$ cat src/rtl/time_set_ctrl.sv
// Button-driven time-entry controller: snapshots the running time, edits
// hours/minutes/seconds with wrap and auto-repeat, then issues one load pulse.
module time_set_ctrl #(
    parameter int unsigned REPEAT_DELAY = 50,
    parameter int unsigned REPEAT_RATE  = 10
) (
    input  logic       clk,
    input  logic       reset,
    input  logic       btn_mode,
    input  logic       btn_up,
    input  logic       btn_down,
    input  logic [4:0] hours_cur,
    input  logic [5:0] mins_cur,
    input  logic [5:0] secs_cur,
    output logic [4:0] hours_o,
    output logic [5:0] mins_o,
    output logic [5:0] secs_o,
    output logic       start,
    output logic       editing,
    output logic [1:0] field_o
);

    localparam int unsigned CNT_MAX = (REPEAT_DELAY > REPEAT_RATE) ? REPEAT_DELAY : REPEAT_RATE;
    localparam int unsigned CNT_W   = $clog2(CNT_MAX + 1);

    typedef enum logic [2:0] {
        IDLE   = 3'd0,
        SET_H  = 3'd1,
        SET_M  = 3'd2,
        SET_S  = 3'd3,
        COMMIT = 3'd4
    } state_t;

    state_t           state;
    logic             prev_mode;
    logic             prev_up;
    logic             prev_down;
    logic [CNT_W-1:0] rpt_cnt;

    logic mode_edge;
    logic up_edge;
    logic down_edge;
    logic one_held;
    logic in_set;
    logic step_inc;
    logic step_dec;

    assign mode_edge = btn_mode & ~prev_mode;
    assign up_edge   = btn_up & ~prev_up;
    assign down_edge = btn_down & ~prev_down;
    assign one_held  = btn_up ^ btn_down;
    assign in_set    = (state == SET_H) || (state == SET_M) || (state == SET_S);

    // Step request: a lone up/down edge, or an auto-repeat tick while one button is held.
    always_comb begin
        step_inc = 1'b0;
        step_dec = 1'b0;
        if (in_set && !mode_edge) begin
            if (up_edge ^ down_edge) begin
                step_inc = up_edge;
                step_dec = down_edge;
            end else if (!up_edge && !down_edge && one_held && (rpt_cnt == CNT_W'(1))) begin
                step_inc = btn_up;
                step_dec = btn_down;
            end
        end
    end

    function automatic logic [4:0] hours_step(input logic [4:0] h, input logic inc);
        if (inc) begin
            return (h == 5'd23) ? 5'd0 : h + 5'd1;
        end
        return (h == 5'd0) ? 5'd23 : h - 5'd1;
    endfunction

    function automatic logic [5:0] sixty_step(input logic [5:0] v, input logic inc);
        if (inc) begin
            return (v == 6'd59) ? 6'd0 : v + 6'd1;
        end
        return (v == 6'd0) ? 6'd59 : v - 6'd1;
    endfunction

    always_ff @(posedge clk) begin
        if (reset) begin
            state     <= IDLE;
            hours_o   <= 5'd0;
            mins_o    <= 6'd0;
            secs_o    <= 6'd0;
            start     <= 1'b0;
            editing   <= 1'b0;
            field_o   <= 2'd0;
            rpt_cnt   <= '0;
            prev_mode <= 1'b1;
            prev_up   <= 1'b1;
            prev_down <= 1'b1;
        end else begin
            prev_mode <= btn_mode;
            prev_up   <= btn_up;
            prev_down <= btn_down;
            start     <= 1'b0;

            // Repeat counter counts down to the next auto-step; 0 means no run in progress.
            if (!in_set || mode_edge || !one_held) begin
                rpt_cnt <= '0;
            end else if (up_edge ^ down_edge) begin
                rpt_cnt <= CNT_W'(REPEAT_DELAY);
            end else if (rpt_cnt == CNT_W'(1)) begin
                rpt_cnt <= CNT_W'(REPEAT_RATE);
            end else if (rpt_cnt != '0) begin
                rpt_cnt <= rpt_cnt - CNT_W'(1);
            end

            case (state)
                IDLE: begin
                    if (mode_edge) begin
                        state   <= SET_H;
                        editing <= 1'b1;
                        field_o <= 2'd1;
                        hours_o <= (hours_cur > 5'd23) ? 5'd0 : hours_cur;
                        mins_o  <= (mins_cur > 6'd59) ? 6'd0 : mins_cur;
                        secs_o  <= (secs_cur > 6'd59) ? 6'd0 : secs_cur;
                    end
                end
                SET_H: begin
                    if (mode_edge) begin
                        state   <= SET_M;
                        field_o <= 2'd2;
                    end else if (step_inc || step_dec) begin
                        hours_o <= hours_step(hours_o, step_inc);
                    end
                end
                SET_M: begin
                    if (mode_edge) begin
                        state   <= SET_S;
                        field_o <= 2'd3;
                    end else if (step_inc || step_dec) begin
                        mins_o <= sixty_step(mins_o, step_inc);
                    end
                end
                SET_S: begin
                    if (mode_edge) begin
                        state   <= COMMIT;
                        editing <= 1'b0;
                        field_o <= 2'd0;
                        start   <= 1'b1;
                    end else if (step_inc || step_dec) begin
                        secs_o <= sixty_step(secs_o, step_inc);
                    end
                end
                COMMIT: begin
                    state <= IDLE;
                end
                default: begin
                    state   <= IDLE;
                    editing <= 1'b0;
                    field_o <= 2'd0;
                end
            endcase
        end
    end

endmodule

$ cat config.mk
export PLATFORM = sky130hd
export DESIGN_NAME = time_set_ctrl
export DESIGN_NICKNAME = d
export VERILOG_FILES = /design/src/rtl/time_set_ctrl.sv
export SDC_FILE = /design/constraint.sdc
export NUM_CORES = 1
export LEC_CHECK = 0
export CAP_MARGIN = 20
export CORE_UTILIZATION = 48
export CTS_CLUSTER_DIAMETER = 120
export CTS_CLUSTER_SIZE = 40
export DETAILED_ROUTE_END_ITERATION = 7
export PLACE_DENSITY = 0.77
export SLEW_MARGIN = 15
export SYNTH_ARGS = -nofsm -noshare
export SYNTH_HDL_FRONTEND = slang
export SYNTH_SLANG_ARGS = --single-unit
export TNS_END_PERCENT = 50
$ cat constraint.sdc
create_clock -name clk -period 2.2 [get_ports clk]
set_clock_uncertainty 0.2 [all_clocks]
set_input_delay 0.44 -clock clk [delete_from_list [all_inputs] [get_ports clk]]
set_output_delay 0.44 -clock clk [all_outputs]
set_load 0.005 [all_outputs]
==> impl_summary.log, run 1 <==
[metrics] Syn Inst Count: 332
[metrics] RSZ-0062 raised after global routing: yes
[metrics] sequential cell area fraction in the yosys report: 26.8%
[metrics] Total Nets Final: 430
[metrics] number of vias per cell: 6.14
[metrics] startpoint of the worst-slack reg-to-reg timing path: prev_down$_SDFF_PP1_
[metrics] leading cell type in the layout, fill and taps excluded: sky130_fd_sc_hd__clkdlybuf4s50_1
[metrics] cts hold-fix bufs: 0
[metrics] count of state elements after synthesis: 33
[metrics] number of buffers between clock root and the deepest sink: 2
[metrics] Final Instance Area: 0.00344 mm²
[metrics] Port Buffers: 42
[metrics] IO Count: 43
[metrics] Total Routed Length: 7.32 mm
[metrics] area of the placeable core: 0.00485 mm²
[metrics] number of enable flip-flop cells after synthesis: 0
[metrics] Worst Hold Slack: 0.282 ns
[metrics] number of cells on the critical path: 10
[metrics] smallest setup slack after layout: -0.111 ns
[metrics] clock network latency to the later pin of the worst-skew pair: 0.29 ns
[metrics] GRT Overall Usage: 27.3%
[metrics] largest fanout on the critical path: 5
[metrics] H-tree levels: 2
[metrics] Vert. Die Dim: 73.7 µm
[metrics] clock root buffer: sky130_fd_sc_hd__clkbuf_8
[metrics] proportion of layout cells with a drive suffix above 1: 21.2%
[metrics] number of nets produced by synthesis: 366
[metrics] cell family with the largest share of critical-path delay: compound AO/OA/AOI/OAI gates
[metrics] initial antenna violation count: 0
[metrics] violated checks: setup timing
[metrics] x dimension of the die: 73.7 µm
[metrics] synthesis-to-finish area growth: 39.6%
[metrics] global placer's final weighted congestion: 0.891
[metrics] fraction of the cycle the final worst path needs: 105%
[metrics] violation count after the first detailed-routing iteration: 270
[metrics] Filler Cell Count: 369
[metrics] clk slew on worst S/H paths: 0.06 ns
[metrics] CP bufs+invs: 3
[metrics] diode count: 0
[metrics] TritonCTS Buffers: 5
[metrics] total global routing overflow: 0
[metrics] wire length per cell: 15.8 µm
[metrics] number of global-route vias before repair: 2475
[metrics] status: finished, violations left
[metrics] series of cell instances along the critical path: or2b_1 -> ha_4 -> inv_4 -> nand4_4 -> a21o_4 -> buf_6 -> buf_4 -> nor3_2 -> o21ai_1 -> a311oi_2
[metrics] Static Leak: 1.23 nW
[metrics] remaining max-slew budget at the tightest pin: 68.3%
[metrics] slew at the pin closest to its max-slew limit: 0.475 ns
[metrics] CP Data Required Time: 2.20 ns
[metrics] final max-slew violation count: 0
[metrics] type of element capturing the critical path: flop
[metrics] area after detailed placement: 0.00309 mm²
[metrics] detailed-route via count: 2841
[metrics] async set or reset register ratio after synthesis: 0%
[metrics] crit start category: flop
[metrics] Residual DRC: 0
[metrics] row count: 25
[metrics] Final ANT Viol Nets: 0
[metrics] critical path's largest stage delay: 0.30 ns
[metrics] final setup violation count: 12
[metrics] Die Outline Area: 0.00543 mm²
[metrics] class of the tightest hold or removal check: input port to flop
[metrics] pin count of the biggest net entering global routing: 30
[metrics] reg-to-reg endpoint: secs_o[3]$_SDFFE_PP0P_
[metrics] clk sink count: 33
[metrics] post-synthesis instance area: 0.00247 mm²
[metrics] master of the slowest instance on the critical path: sky130_fd_sc_hd__dfxtp_1
[metrics] detailed-routing iteration count for the pre-antenna-repair pass: 6
[metrics] largest vdd supply drop: 0.379 mV
[metrics] highest-count cells in the layout ignoring fill and taps: 40 x sky130_fd_sc_hd__clkdlybuf4s50_1, 36 x sky130_fd_sc_hd__nor2_1, 32 x sky130_fd_sc_hd__nand2_1, 32 x sky130_fd_sc_hd__dfxtp_1, 30 x sky130_fd_sc_hd__buf_4
[metrics] wire length of the first global-routing pass: 11.5 mm
[metrics] initial cell density of the core: 50.9%
[metrics] power per cell area: 443 mW/mm²
[metrics] Worst Hold Path EP: prev_down$_SDFF_PP1_
[metrics] number of unique standard cell types used by synthesis: 53
[metrics] average cell area after synthesis: 7.43 µm²
[metrics] path depth of the worst reg2reg path: 10
[metrics] setup TNS after final layout: -0.589 ns
[metrics] Max Fclk: 0.433 GHz
[metrics] hpwl dp: 4.65 mm
[metrics] final design utilization: 71.0%
[metrics] hold path start: btn_down
[metrics] Primary FF master, synth: sky130_fd_sc_hd__dfxtp_1
[metrics] Final Hold Violating Endpoints: 0
[metrics] area of the multi-input gates: 0.00182 mm²
[metrics] clock period minus worst slack: 2.31 ns
[metrics] Power, Total: 1.52 mW
[metrics] data arrival time of the critical path: 2.31 ns
[metrics] Worst R2R Setup Slack: -0.11 ns
[metrics] sequential standard cell area: 662 µm²
[metrics] Max Cap Violations: 0
[metrics] CTS tree: yes
[metrics] hold-critical path depth: 3
[metrics] count of warnings emitted by yosys: 0
[metrics] type of the setup path with the least slack: flop to flop
layout make-up:
| cell class | count | share of cell area (%) |
|---|---|---|
| sequential | 33 | 19.2 |
| multi-input combinational | 264 | 52.8 |
| inverter | 14 | 1.60 |
| clock buffer | 7 | 2.51 |
| timing repair buffer | 78 | 21.4 |
| tap | 67 | 2.43 |
cell families (layout without fill, tap and decap cells):
kind of cell / after synthesis / in the layout / synth area share, %
DFF: 33 / 33 / 26.8
adders and majority gates: 12 / 12 / 6.09
muxes: 5 / 5 / 2.08
buffers and inverters: 35 / 99 / 5.88
xor gates and xnor gates: 14 / 14 / 5.27
and+or+nand+nor: 147 / 147 / 29.4
AOI/OAI and AO/OA: 86 / 86 / 24.5
layer usage:
layer  track usage (%)  vias to the layer above  share of wire [%]
met5                 0                        -                  0
met4              10.0                        0                2.8
met3              4.25                       25                5.6
met2              45.6                      139                 48
met1              35.5                     1330                 44
li1                  -                     1347                  -
synth_stat cells, types with 2 or more instances:
| master | number | area (µm²) |
|---|---|---|
| sky130_fd_sc_hd__o21ai_0 | 15 | 75.1 |
| sky130_fd_sc_hd__nand2b_1 | 4 | 25.0 |
| sky130_fd_sc_hd__nor2_1 | 41 | 154 |
| sky130_fd_sc_hd__nand3_1 | 19 | 95.1 |
| sky130_fd_sc_hd__a21o_1 | 3 | 22.5 |
| sky130_fd_sc_hd__a31oi_1 | 4 | 25.0 |
| sky130_fd_sc_hd__or2_2 | 4 | 25.0 |
| sky130_fd_sc_hd__or2b_1 | 2 | 15.0 |
| sky130_fd_sc_hd__nor3_1 | 17 | 85.1 |
| sky130_fd_sc_hd__dfxtp_1 | 33 | 661 |
| sky130_fd_sc_hd__buf_1 | 2 | 7.51 |
| sky130_fd_sc_hd__a211oi_1 | 9 | 67.6 |
| sky130_fd_sc_hd__ha_1 | 12 | 150 |
| sky130_fd_sc_hd__clkbuf_1 | 15 | 56.3 |
| sky130_fd_sc_hd__o21a_1 | 2 | 15.0 |
| sky130_fd_sc_hd__nand3b_1 | 4 | 30.0 |
| sky130_fd_sc_hd__and3_1 | 3 | 18.8 |
| sky130_fd_sc_hd__nand4_1 | 6 | 37.5 |
| sky130_fd_sc_hd__nor2b_1 | 2 | 12.5 |
| sky130_fd_sc_hd__xnor2_1 | 7 | 61.3 |
| sky130_fd_sc_hd__or3_1 | 2 | 12.5 |
| sky130_fd_sc_hd__o211ai_1 | 7 | 52.6 |
| sky130_fd_sc_hd__a21oi_1 | 16 | 80.1 |
| sky130_fd_sc_hd__a311oi_1 | 14 | 123 |
| sky130_fd_sc_hd__nand2_1 | 33 | 124 |
| sky130_fd_sc_hd__inv_1 | 14 | 52.6 |
| sky130_fd_sc_hd__xor2_1 | 6 | 52.6 |
| sky130_fd_sc_hd__nor4_1 | 2 | 12.5 |
| sky130_fd_sc_hd__buf_2 | 2 | 10.0 |
| sky130_fd_sc_hd__mux2i_1 | 4 | 40.0 |
| sky130_fd_sc_hd__a22oi_1 | 4 | 30.0 |
| sky130_fd_sc_hd__a311o_1 | 2 | 20.0 |
| sky130_fd_sc_hd__a32oi_1 | 2 | 17.5 |
what timing repair did:
item / 4_1_cts / 5_1_grt
endpoints found under the setup margin: 17 / 17
pin swaps: 15 / 24
gates resized for setup: 30 / 18
buffers inserted: 9 / 4
gates cloned: 1 / 0
power breakdown:
group / switching (mW) / leakage (nW) / internal [mW] / total [mW]
logic: 0.182 / 0.920 / 0.201 / 0.383
clock network: 0.224 / 0.0443 / 0.248 / 0.472
registers: 0.0462 / 0.269 / 0.622 / 0.668
total: 0.453 / 1.23 / 1.07 / 1.52
sequential cells by signal (all words and copies together), names as in the netlist:
register,count
state,3
mins_o,6
prev_down,1
prev_mode,1
editing,1
prev_up,1
field_o,2
hours_o,5
secs_o,6
rpt_cnt,6
start,1
worst max-delay path by stage:
stage / end / startpoint / slack [ns]
finish: secs_o[3]$_SDFFE_PP0P_ / prev_down$_SDFF_PP1_ / -0.11
global route: secs_o[5]$_SDFFE_PP0P_ / prev_down$_SDFF_PP1_ / -0.20
CTS: hours_o[3]$_SDFFE_PP0P_ / prev_up$_SDFF_PP1_ / -0.07
detailed placement: secs_o[3]$_SDFFE_PP0P_ / btn_down / -0.73
global placement: hours_o[2]$_SDFFE_PP0P_ / btn_down / -0.63
floorplan: hours_o[2]$_SDFFE_PP0P_ / btn_down / -0.09
per-stage QoR:
stage,worst slack [ns],cells
after floorplan,-0.0926,332
after global placement,-0.630,443
after detailed placement,-0.731,443
after CTS,-0.0701,460
after global routing,-0.202,463
final,-0.111,463
worst register-to-register path: cells and delay by family, from the launching register on:
kind                       cells  cell delay [ns]
DFF                            1             0.30
buffers and inverters          3             0.33
adders and majority gates      1             0.28
AOI/OAI and AO/OA              3             0.63
and+or+nand+nor                3             0.47
(Power assumes the default switching activity.)
==> run 2: changes to the inputs <==
Settings changed: CELL_PAD_IN_SITES_DETAIL_PLACEMENT set to 1, CELL_PAD_IN_SITES_GLOBAL_PLACEMENT set to 1, CORE_UTILIZATION 48 to 35, PLACE_DENSITY 0.77 to not set, PLACE_DENSITY_LB_ADDON set to 0.1.
==> run 2 against run 1 <==
Compared with the run above:
- the flow still finishes with violations (setup timing)
- critical path type unchanged
- critical path depth fell by 1
- fmax grew 0.86%
- non-clock buffer count increased by 7
- highest routed layer unchanged
- via count is 2.1% lower
- largest cell class unchanged
==> impl_summary.log, run 2 (synthesis results as in run 1) <==
[metrics] Power, Total: 1.59 mW (+4.1%)
[metrics] GRT Overall Usage: 22.9% (-4.5 points)
[metrics] master of the slowest instance on the critical path: sky130_fd_sc_hd__dfxtp_2
[metrics] Final Hold Violating Endpoints: 0 (unchanged)
[metrics] proportion of layout cells with a drive suffix above 1: 24.2% (+3.0 points)
[metrics] number of vias per cell: 5.55 (-9.6%)
[metrics] TritonCTS Buffers: 5 (unchanged)
[metrics] type of element capturing the critical path: flop
[metrics] pin count of the biggest net entering global routing: 30 (unchanged)
[metrics] status: finished, violations left
[metrics] Max Cap Violations: 0 (unchanged)
[metrics] detailed-routing iteration count for the pre-antenna-repair pass: 4 (-2)
[metrics] wire length of the first global-routing pass: 13.4 mm (+17%)
[metrics] power per cell area: 446 mW/mm² (+0.82%)
[metrics] Static Leak: 1.28 nW (+3.8%)
[metrics] smallest setup slack after layout: -0.0911 ns (+0.0197 ns)
[metrics] fraction of the cycle the final worst path needs: 104% (-0.90 points)
[metrics] clk slew on worst S/H paths: 0.08 ns (+0.02 ns)
[metrics] Setup WS pre-CTS: -0.708 ns (+0.0232 ns)
[metrics] Worst R2R Setup Slack: -0.09 ns (+0.02 ns)
[metrics] critical path's largest stage delay: 0.32 ns (+0.02 ns)
[metrics] global placer's final weighted congestion: 0.771 (-13%)
[metrics] power share of the sequential group: 42.3% (-1.6 points)
[metrics] clock root buffer: sky130_fd_sc_hd__clkbuf_8
[metrics] slew at the pin closest to its max-slew limit: 0.663 ns (+0.189 ns)
[metrics] final setup violation count: 8 (-4)
[metrics] class of the tightest hold or removal check: input port to flop
[metrics] startpoint of the worst-slack reg-to-reg timing path: prev_up$_SDFF_PP1_
[metrics] switching power total: 0.478 mW (+5.7%)
[metrics] data arrival time of the critical path: 2.28 ns (-0.03 ns)
[metrics] crit start category: flop
[metrics] CP bufs+invs: 1 (-2)
[metrics] Total Nets Final: 438 (+1.9%)
[metrics] Total Routed Length: 8.41 mm (+15%)
[metrics] switching fraction of total power: 30.2% (+0.46 points)
[metrics] Final ANT Viol Nets: 0 (unchanged)
[metrics] Port Buffers: 42 (unchanged)
[metrics] initial antenna violation count: 0 (unchanged)
[metrics] Residual DRC: 0 (unchanged)
[metrics] hpwl dp: 5.67 mm (+22%)
[metrics] final design utilization: 52.3% (-19 points)
[metrics] combinational fraction of design power: 24.8% (-0.3 points)
[metrics] type of the setup path with the least slack: flop to flop
[metrics] remaining max-slew budget at the tightest pin: 55.4% (-13 points)
[metrics] CTS tree: yes
[metrics] series of cell instances along the critical path: or2b_1 -> ha_4 -> and4bb_2 -> nand4_4 -> a21oi_4 -> buf_6 -> a311oi_2 -> o21ai_1 -> a311oi_1
[metrics] row count: 30 (+20%)
[metrics] final max-slew violation count: 0 (unchanged)
[metrics] biggest registers after layout: mins_o (6), rpt_cnt (6), secs_o (6)
[metrics] diode count: 0 (unchanged)
[metrics] Internal Dissipation: 1.11 mW (+3.4%)
[metrics] wire length per cell: 16.8 µm (+6.2%)
[metrics] detailed-route via count: 2780 (-2.1%)
[metrics] Vert. Die Dim: 86.0 µm (+17%)
[metrics] violated checks: setup timing
[metrics] violation count after the first detailed-routing iteration: 110 (-59%)
[metrics] clock power share: 32.9% (+1.9 points)
[metrics] leading cell type in the layout, fill and taps excluded: sky130_fd_sc_hd__clkdlybuf4s50_1
[metrics] worst setup path start: prev_up$_SDFF_PP1_
[metrics] number of global-route vias before repair: 2746 (+11%)
[metrics] Die Outline Area: 0.00739 mm² (+36%)
[metrics] largest fanout on the critical path: 6 (+1)
[metrics] RSZ-0062 raised after global routing: yes
[metrics] number of buffers between clock root and the deepest sink: 2 (unchanged)
[metrics] IO Count: 43 (unchanged)
[metrics] area of the placeable core: 0.00679 mm² (+40%)
[metrics] cell family with the largest share of critical-path delay: compound AO/OA/AOI/OAI gates
[metrics] total global routing overflow: 0 (unchanged)
[metrics] clock period minus worst slack: 2.29 ns (-0.0197 ns)
[metrics] H-tree levels: 2 (unchanged)
[metrics] Max Fclk: 0.436 GHz (+0.86%)
[metrics] clock network latency to the later pin of the worst-skew pair: 0.29 ns (about the same)
[metrics] largest vdd supply drop: 0.233 mV (-38%)
[metrics] CP Data Required Time: 2.19 ns (about the same)
[metrics] initial cell density of the core: 36.3% (-15 points)
[metrics] clk sink count: 33 (unchanged)
[metrics] x dimension of the die: 86.0 µm (+17%)
[metrics] highest-count cells in the layout ignoring fill and taps: 40 x sky130_fd_sc_hd__clkdlybuf4s50_1, 39 x sky130_fd_sc_hd__nor2_1, 37 x sky130_fd_sc_hd__buf_4
[metrics] synthesis-to-finish area growth: 44.1%
[metrics] hold path start: btn_down
-- run 2: cell count changes in the layout (fill, tap and decap cells not counted), sizes merged --
cell    change
a21o        +1
buf         +7
clkinv      +1
-- run 2: worst register-to-register path: cells and delay by family (launching register included) --
family                     cells  cell delay [ns]
AOI/OAI and AO/OA              4             0.78
adders and majority gates      1             0.16
DFF                            1             0.32
and+or+nand+nor                3             0.60
buffers and inverters          1             0.14
-- run 2: through the flow --
stage	hold slack, ns	instances	TNS (ns)	instance area [µm²]
after CTS	0.277	493	-0.133	3390
final	0.293	501	-0.289	3550
after global placement	0.307	478	-10.67	3150
after floorplan	0.289	332	-0.661	2500
after detailed placement	0.312	478	-11.61	3150
after global routing	0.305	501	-1.64	3550
-- run 2: power groups by stage --
stage	combinational (mW)	clock (mW)	sequential, mW
after detailed placement	0.352	0	0.683
final	0.393	0.522	0.671
after global routing	0.431	0.560	0.676
after global placement	0.345	0	0.682
after floorplan	0.219	0	0.657
after CTS	0.368	0.530	0.670
-- run 2: path summary, 6_finish.rpt --
check	cells after the start	to
worst min register to register	2	field_o[0]$_SDFFE_PP0P_
worst min-delay path	3	prev_down$_SDFF_PP1_
worst max-delay path	9	mins_o[5]$_SDFFE_PP0P_
worst max register to register	9	mins_o[5]$_SDFFE_PP0P_
-- run 2: repair_timing --
item                       in CTS  in global routing
hold buffers                    0                  0
setup buffers                   7                  7
gates resized for setup        31                 26
gates cloned                    0                  1
setup endpoints to repair      17                 19
pin swaps                      16                 24
-- run 2: layout make-up --
type	instances	area [µm²]
tap	96	120
fill	836	3240
clock buffer	7	96.3
sequential	33	664
inverter	14	55.1
multi-input combinational	265	1850
timing repair buffer	85	768
clock inverter	1	5.00
-- run 2: metal layers --
| metal | track usage, % | share of wire (%) |
|---|---|---|
| met2 | 41.6 | 52 |
| met1 | 28.1 | 44 |
| met5 | 0 | 0 |
| met4 | 7.12 | 1.3 |
| met3 | 2.60 | 2.1 |
